**config.mk**
```make
export PLATFORM = sky130hd
export DESIGN_NAME = mem_access
export DESIGN_NICKNAME = d
export VERILOG_FILES = /design/src/rtl/mem_access_pkg.sv /design/src/rtl/mem_access_load_extend.sv /design/src/rtl/mem_access.sv
export SDC_FILE = /design/constraint.sdc
export NUM_CORES = 1
export LEC_CHECK = 0
export ABC_AREA = 1
export BUFFER_PORTS_ARGS = -buffer_cell sky130_fd_sc_hd__buf_2
export CAP_MARGIN = 30
export CORE_ASPECT_RATIO = 2
export CORE_MARGIN = 2
export CORE_UTILIZATION = 49
export CTS_CLUSTER_DIAMETER = 40
export DETAILED_ROUTE_END_ITERATION = 8
export GPL_TIMING_DRIVEN = 0
export PLACE_DENSITY = 0.86
export SLEW_MARGIN = 0
export SYNTH_ARGS = -nofsm -noshare
export SYNTH_HDL_FRONTEND = slang
export SYNTH_SLANG_ARGS = --single-unit
export TNS_END_PERCENT = 30
```
**constraint.sdc**
```tcl
create_clock -name clk -period 2.14 [get_ports clk]
set_input_delay 0.107 -clock clk [delete_from_list [all_inputs] [get_ports clk]]
set_output_delay 0.107 -clock clk [all_outputs]
set_load 0.01 [all_outputs]
```
**src/rtl/mem_access_pkg.sv**
```systemverilog
// ============================================================================
// mem_access_pkg : shared constants, load/store codes and helpers
// Rev 1.0
// ============================================================================
`default_nettype none

package mem_access_pkg;

  localparam logic        RST_ENABLE    = 1'b1;
  localparam logic [31:0] ZERO_WORD     = 32'h0000_0000;
  localparam logic [4:0]  NOP_REG_ADDR  = 5'b00000;
  localparam logic        WRITE_DISABLE = 1'b0;

  localparam logic [2:0] LD_LB   = 3'b000;
  localparam logic [2:0] LD_LH   = 3'b001;
  localparam logic [2:0] LD_LW   = 3'b010;
  localparam logic [2:0] LD_LBU  = 3'b100;
  localparam logic [2:0] LD_LHU  = 3'b101;
  localparam logic [2:0] LD_NONE = 3'b111;

  localparam logic [1:0] ST_SB = 2'b00;
  localparam logic [1:0] ST_SH = 2'b01;
  localparam logic [1:0] ST_SW = 2'b10;

  typedef enum logic [0:0] {
    S_IDLE = 1'b0,
    S_BUSY = 1'b1
  } state_t;

  typedef enum logic [1:0] {
    SZ_BYTE = 2'd0,
    SZ_HALF = 2'd1,
    SZ_WORD = 2'd2
  } size_t;

  function automatic logic is_load(input logic [2:0] t);
    case (t)
      LD_LB, LD_LH, LD_LW, LD_LBU, LD_LHU: is_load = 1'b1;
      default:                             is_load = 1'b0;
    endcase
  endfunction

  function automatic logic [3:0] byte_mask(input size_t sz, input logic [1:0] off);
    case (sz)
      SZ_BYTE: byte_mask = 4'b0001 << off;
      SZ_HALF: byte_mask = 4'b0011 << off;
      default: byte_mask = 4'b1111;
    endcase
  endfunction

  function automatic logic is_aligned(input size_t sz, input logic [1:0] off);
    case (sz)
      SZ_BYTE: is_aligned = 1'b1;
      SZ_HALF: is_aligned = ~off[0];
      default: is_aligned = (off == 2'b00);
    endcase
  endfunction

endpackage

`default_nettype wire

```
**src/rtl/mem_access_load_extend.sv**
```systemverilog
// ============================================================================
// mem_access_load_extend : picks the addressed lane of a read word and
// sign/zero-extends it according to the load type
// Rev 1.0
// ============================================================================
`default_nettype none

module mem_access_load_extend
  import mem_access_pkg::*;
(
  input  logic [31:0] rdata,
  input  logic [1:0]  offset,
  input  logic [2:0]  ld_type,
  output logic [31:0] result
);

  logic [15:0] lane;

  always_comb begin
    lane = 16'(rdata >> {offset, 3'b000});
    case (ld_type)
      LD_LB:   result = {{24{lane[7]}}, lane[7:0]};
      LD_LH:   result = {{16{lane[15]}}, lane[15:0]};
      LD_LBU:  result = {24'h000000, lane[7:0]};
      LD_LHU:  result = {16'h0000, lane[15:0]};
      default: result = rdata;
    endcase
  end

endmodule

`default_nettype wire

```
**src/rtl/mem_access.sv**
```systemverilog
// ============================================================================
// mem_access : memory-access stage with req/ack data-RAM port, pipeline stall,
// byte-lane steering and registered writeback toward MEM/WB
// Rev 1.0
// ============================================================================
`default_nettype none

module mem_access
  import mem_access_pkg::*;
#(
  parameter int DataW = 32,
  parameter int RegAW = 5
) (
  input  logic             clk,
  input  logic             rst,
  input  logic [RegAW-1:0] ex_waddr,
  input  logic             ex_wreg,
  input  logic [DataW-1:0] ex_wdata,
  input  logic [2:0]       ex_ld_type,
  input  logic [DataW-1:0] ex_read_addr,
  input  logic             ex_ram_wreg,
  input  logic [DataW-1:0] ex_ram_waddr,
  input  logic [DataW-1:0] ex_ram_wdata,
  input  logic [1:0]       ex_st_type,
  output logic             stall_req,
  output logic             dram_req,
  output logic             dram_we,
  output logic [DataW-1:0] dram_addr,
  output logic [3:0]       dram_be,
  output logic [DataW-1:0] dram_wdata,
  input  logic [DataW-1:0] dram_rdata,
  input  logic             dram_ack,
  output logic [RegAW-1:0] mem_waddr,
  output logic             mem_wreg,
  output logic [DataW-1:0] mem_wdata,
  output logic             misalign
);

  state_t           state;
  logic             ld_op;
  logic             st_op;
  logic             mem_op;
  logic             aligned;
  size_t            size;
  logic [DataW-1:0] addr;
  logic [3:0]       be;
  logic [DataW-1:0] st_data;
  logic [2:0]       ld_type_q;
  logic [1:0]       offset_q;
  logic [RegAW-1:0] waddr_q;
  logic             wreg_q;
  logic [DataW-1:0] ld_result;

  always_comb begin
    ld_op  = is_load(ex_ld_type);
    st_op  = ex_ram_wreg & ~ld_op;
    mem_op = ld_op | st_op;
    addr   = ld_op ? ex_read_addr : ex_ram_waddr;
    size   = SZ_WORD;
    if (ld_op) begin
      case (ex_ld_type[1:0])
        2'b00:   size = SZ_BYTE;
        2'b01:   size = SZ_HALF;
        default: size = SZ_WORD;
      endcase
    end else begin
      case (ex_st_type)
        ST_SB:   size = SZ_BYTE;
        ST_SH:   size = SZ_HALF;
        ST_SW:   size = SZ_WORD;
        default: size = SZ_WORD;
      endcase
    end
    aligned = is_aligned(size, addr[1:0]);
    be      = byte_mask(size, addr[1:0]);
    case (size)
      SZ_BYTE: st_data = {4{ex_ram_wdata[7:0]}};
      SZ_HALF: st_data = {2{ex_ram_wdata[15:0]}};
      default: st_data = ex_ram_wdata;
    endcase
  end

  // Combinational so upstream freezes in the very cycle the op is presented.
  assign stall_req = ((state == S_IDLE) & mem_op & aligned) |
                     ((state == S_BUSY) & ~dram_ack);

  mem_access_load_extend u_load_extend (
    .rdata   (dram_rdata),
    .offset  (offset_q),
    .ld_type (ld_type_q),
    .result  (ld_result)
  );

  always_ff @(posedge clk) begin
    if (rst == RST_ENABLE) begin
      state      <= S_IDLE;
      dram_req   <= 1'b0;
      dram_we    <= WRITE_DISABLE;
      dram_addr  <= ZERO_WORD;
      dram_be    <= 4'b0000;
      dram_wdata <= ZERO_WORD;
      ld_type_q  <= LD_NONE;
      offset_q   <= 2'b00;
      waddr_q    <= NOP_REG_ADDR;
      wreg_q     <= WRITE_DISABLE;
      mem_waddr  <= NOP_REG_ADDR;
      mem_wreg   <= WRITE_DISABLE;
      mem_wdata  <= ZERO_WORD;
      misalign   <= 1'b0;
    end else begin
      misalign <= 1'b0;
      case (state)
        S_IDLE: begin
          if (mem_op && aligned) begin
            state      <= S_BUSY;
            dram_req   <= 1'b1;
            dram_we    <= st_op;
            dram_addr  <= {addr[DataW-1:2], 2'b00};
            dram_be    <= be;
            dram_wdata <= st_data;
            ld_type_q  <= ld_op ? ex_ld_type : LD_NONE;
            offset_q   <= addr[1:0];
            waddr_q    <= ex_waddr;
            wreg_q     <= ex_wreg;
            mem_wreg   <= WRITE_DISABLE;
          end else begin
            // Misaligned memory ops fall through here as a write-suppressed bubble.
            mem_waddr <= ex_waddr;
            mem_wdata <= ex_wdata;
            mem_wreg  <= ex_wreg & ~mem_op;
            misalign  <= mem_op;
          end
        end
        S_BUSY: begin
          if (dram_ack) begin
            state     <= S_IDLE;
            dram_req  <= 1'b0;
            dram_we   <= WRITE_DISABLE;
            mem_waddr <= waddr_q;
            mem_wreg  <= wreg_q & ~dram_we;
            if (!dram_we) begin
              mem_wdata <= ld_result;
            end
          end else begin
            mem_wreg <= WRITE_DISABLE;
          end
        end
        default: state <= S_IDLE;
      endcase
    end
  end

endmodule

`default_nettype wire

```
==> results.tsv <==
stage	metric	value	unit
status	outcome	finished clean	
floorplan	initial_core_util	49.9	%
pwr	static-leakage-power	0.00478	µW
worst_setup_path	slowest_delay	0.55	ns
timing	rsz0062_at_grt	true	
yosys	ys_seq_elements	119	
worst_setup_path	r2r_cells	11	
worst_setup_path	cp-end-kind	output pin	
clock_tree	postCtsSetupRepairBufs	0	
worst_setup_path	timing.rr.end	mem_wdata[27]	
yosys	yosysSeqAreaShare	35.7	%
global_route	grt_pass1_wl	38800	µm
worst_hold_path	holdPathEnd	mem_wdata[19]	
yosys	synth_area_leaders	dfxtp_1, nand2_1, a21oi_1	
cells_and_area	fin_nets	1557	
worst_setup_path	rrSetupSlack	0.19	ns
floorplan	die_height	169	µm
cells_and_area	utilization	67.2	%
worst_setup_path	cp_common_cell	nand2_1	
floorplan	fp.dieW	86.5	µm
global_route	grt_overflow	0	
clock_tree	clockBufferDepth	2	
clock_tree	clk_latency	0.42	ns
worst_setup_path	critPathArrivalTime	1.98	ns
clock_tree	root_buffer	clkbuf_16	
yosys	ys.flop_type	dfxtp_1	
cells_and_area	fillerInstances	1264	
detailed_routing	wl	25100	µm
clock_tree	clock_sinks	119	
worst_setup_path	criticalPathCategory	input pin to output pin	
worst_setup_path	crit_path_max_fanout	10	
worst_setup_path	cp.required	2.03	ns
clock_tree	cts_inserted_buffers	17	
timing	max_freq	479	MHz
timing	tightest_slew	0.575	ns
floorplan	io_pins	285	
detailed_routing	route.detailed.drc	0	
worst_setup_path	cp_cell_sequence	dlygate4sd3_1, buf_2, inv_2, nand2_4, nand2_4, nand2_1, nand2_2, nand2_1, nand2_2, nand3_4, buf_6, nand2_1, buf_2	
yosys	syn_inst	1065	
timing	finClkSkew	0.00855	ns
yosys	netlist_top_cells_count	nand2_1, dfxtp_1, a21oi_1	
timing	maxSlewHeadroom	61.7	%
detailed_routing	drt_iter0_drc	309	
yosys	yosysWarningCount	0	
job	maxCapViolCount	0	
cells_and_area	drive_gt1_share	28.8	%
cells_and_area	syn2layout_area_growth	34.8	%
global_route	antenna_found_initial	0	
placed_design	hpwl	20100	µm
pwr	peakVddDrop	0.622	mV
floorplan	fp-row-count	60	
global_route	grt_start_max_net_pins	17	
timing	drv_slew	0	
timing	tns	0	ns
global_route	track_usage	34.4	%
worst_hold_path	hold_class	input pin to register	
worst_setup_path	cp-start-kind	input pin	
yosys	netlist_area	6670	µm²
yosys	async_reset_ff_share	0	%
detailed_routing	via_per_inst	5.24	
timing	setup_viol	0	
detailed_routing	vias	8113	
global_route	grt_pass1_vias	8024	
detailed_routing	wl_per_cell	16.2	µm
yosys	synth_edf_count	0	
timing	fin_crit_sh	97.5	%
yosys	synth_cell_type_count	30	
clock_tree	path_clk_slew	0.06	ns
pwr	powerDensity	831	nW/µm²
clock_tree	cts_max_level	4	
placed_design	io_buffers	281	
floorplan	core_area	13400	µm²
cells_and_area	diodes	0	
worst_hold_path	hold_path_depth	5	
detailed_routing	ant_nets	0	
yosys	synth.largest_area_cell	dfxtp_1	
yosys	yosysMostFrequentCell	nand2_1	
yosys	syn_avg_cell_area	6.26	µm²
worst_setup_path	reg2reg_from	ld_type_q[1]	
worst_hold_path	hold_start	ex_wdata[19]	
floorplan	dieArea	14600	µm²
timing	hold_viol	0	
timing	period_minus_slack	2.09	ns
yosys	synth_top_area_share	35.7	%
detailed_routing	drt-pass1-iter-count	7	
timing	whs	0.00677	ns
worst_setup_path	crit_slowest_cell	dlygate4sd3_1	
placed_design	place.gp.congestion	0.957	
clock_tree	tritoncts	done	
logic make-up (layout without fill, tap and decap cells):
kind of cell           Yosys count  after routing  synth area share (%)
buffers and inverters          165            493                  11.2
and+or+nand+nor                599            599                  38.1
AOI/OAI and AO/OA              176            176                  14.2
muxes                            5              5                 0.751
other                            1              2                0.0563
DFF                            119            119                  35.7
worst max path at each step:
stage | start | cells past startpoint | end | slack, ns
4_1_cts | ex_ld_type[2] | 13 | stall_req | 0.03
3_5_place_dp | ld_type_q[1] | 8 | mem_wdata[2] | 0.12
2_1_floorplan | offset_q[0] | 10 | mem_wdata[14] | 0.65
6_report | ex_ld_type[2] | 13 | stall_req | 0.05
3_3_place_gp | ld_type_q[1] | 8 | mem_wdata[2] | 0.15
5_1_grt | ex_ld_type[2] | 13 | stall_req | -0.02
power by group:
group          internal (µW)  switching, µW
Combinational            830           1350
Clock                   1510           1160
Sequential              2480            138
Total                   4810           2660
layout by cell type, fill, tap and decap left out, types with 2 or more instances in the layout:
master	synthesis	layout
nand2_1	408	407
buf_2	26	307
dfxtp_1	119	119
a21oi_1	108	108
nor2_1	95	94
inv_1	84	84
nand3_1	51	51
clkbuf_1	28	28
o21ai_0	26	26
nand3_2	20	20
o211ai_1	18	18
clkbuf_16	0	17
o21ai_1	17	16
dlygate4sd3_1	0	16
buf_6	10	10
inv_2	8	8
nand4_1	7	7
nand2_2	5	6
buf_4	5	5
mux2i_1	5	5
a21boi_0	5	5
nand2_4	4	4
nor2_2	3	4
clkinv_4	0	4
inv_6	0	4
clkinv_1	3	3
clkinvlp_4	0	3
o21ai_2	1	2
nor2_4	2	2
nor3_1	2	2
conb_1	1	2
inv_8	0	2
timing repair:
item	4_1_cts	5_1_grt
gates resized for setup	0	3
setup endpoints to repair	0	6
hold endpoints to repair	17	0
hold buffers	16	0
area by class of cell:
type	instances	area [µm²]	share of cell area, %
plain buffers	70	389	4.33
multi-input cells	782	3550	39.5
clock buffers	17	425	4.73
repair buffers	297	1570	17.4
clock inverters	14	120	1.34
well taps	155	194	2.16
inverters	95	357	3.97
flip-flops and latches	119	2380	26.5
registers in the layout (all words and copies together), names as in the netlist, 2 cells and up:
signal      cells
ld_type_q       3
offset_q        2
dram_wdata     32
dram_addr      30
mem_waddr       5
waddr_q         5
dram_be         4
mem_wdata      32
metal layers:
metal / routed length [µm] / track usage (%) / up-vias / share of wire [%]
met1: 7850 / 29.8 / 3636 / 31
li1: - / - / 3985 / -
met5: 0 / 0 / - / 0
met2: 13600 / 65.8 / 379 / 54
met3: 1650 / 7.65 / 113 / 6.6
met4: 1960 / 24.5 / 0 / 7.8
worst max-delay path, delay by kind of cell:
kind / cells / cell delay (ns)
and+or+nand+nor: 8 / 0.76
buffers and inverters: 5 / 1.11
per-stage QoR:
step           cells  area (µm²)  power [µW]  worst slack (ns)
6_report        1549        8980        7470            0.0544
5_1_grt         1549        8980        7860           -0.0219
4_1_cts         1549        8980        7480            0.0340
3_5_place_dp    1502        8270        4800             0.122
3_3_place_gp    1502        8270        4760             0.154
2_1_floorplan   1066        6670        3980             0.650
Power figures use the tool's default switching activity.
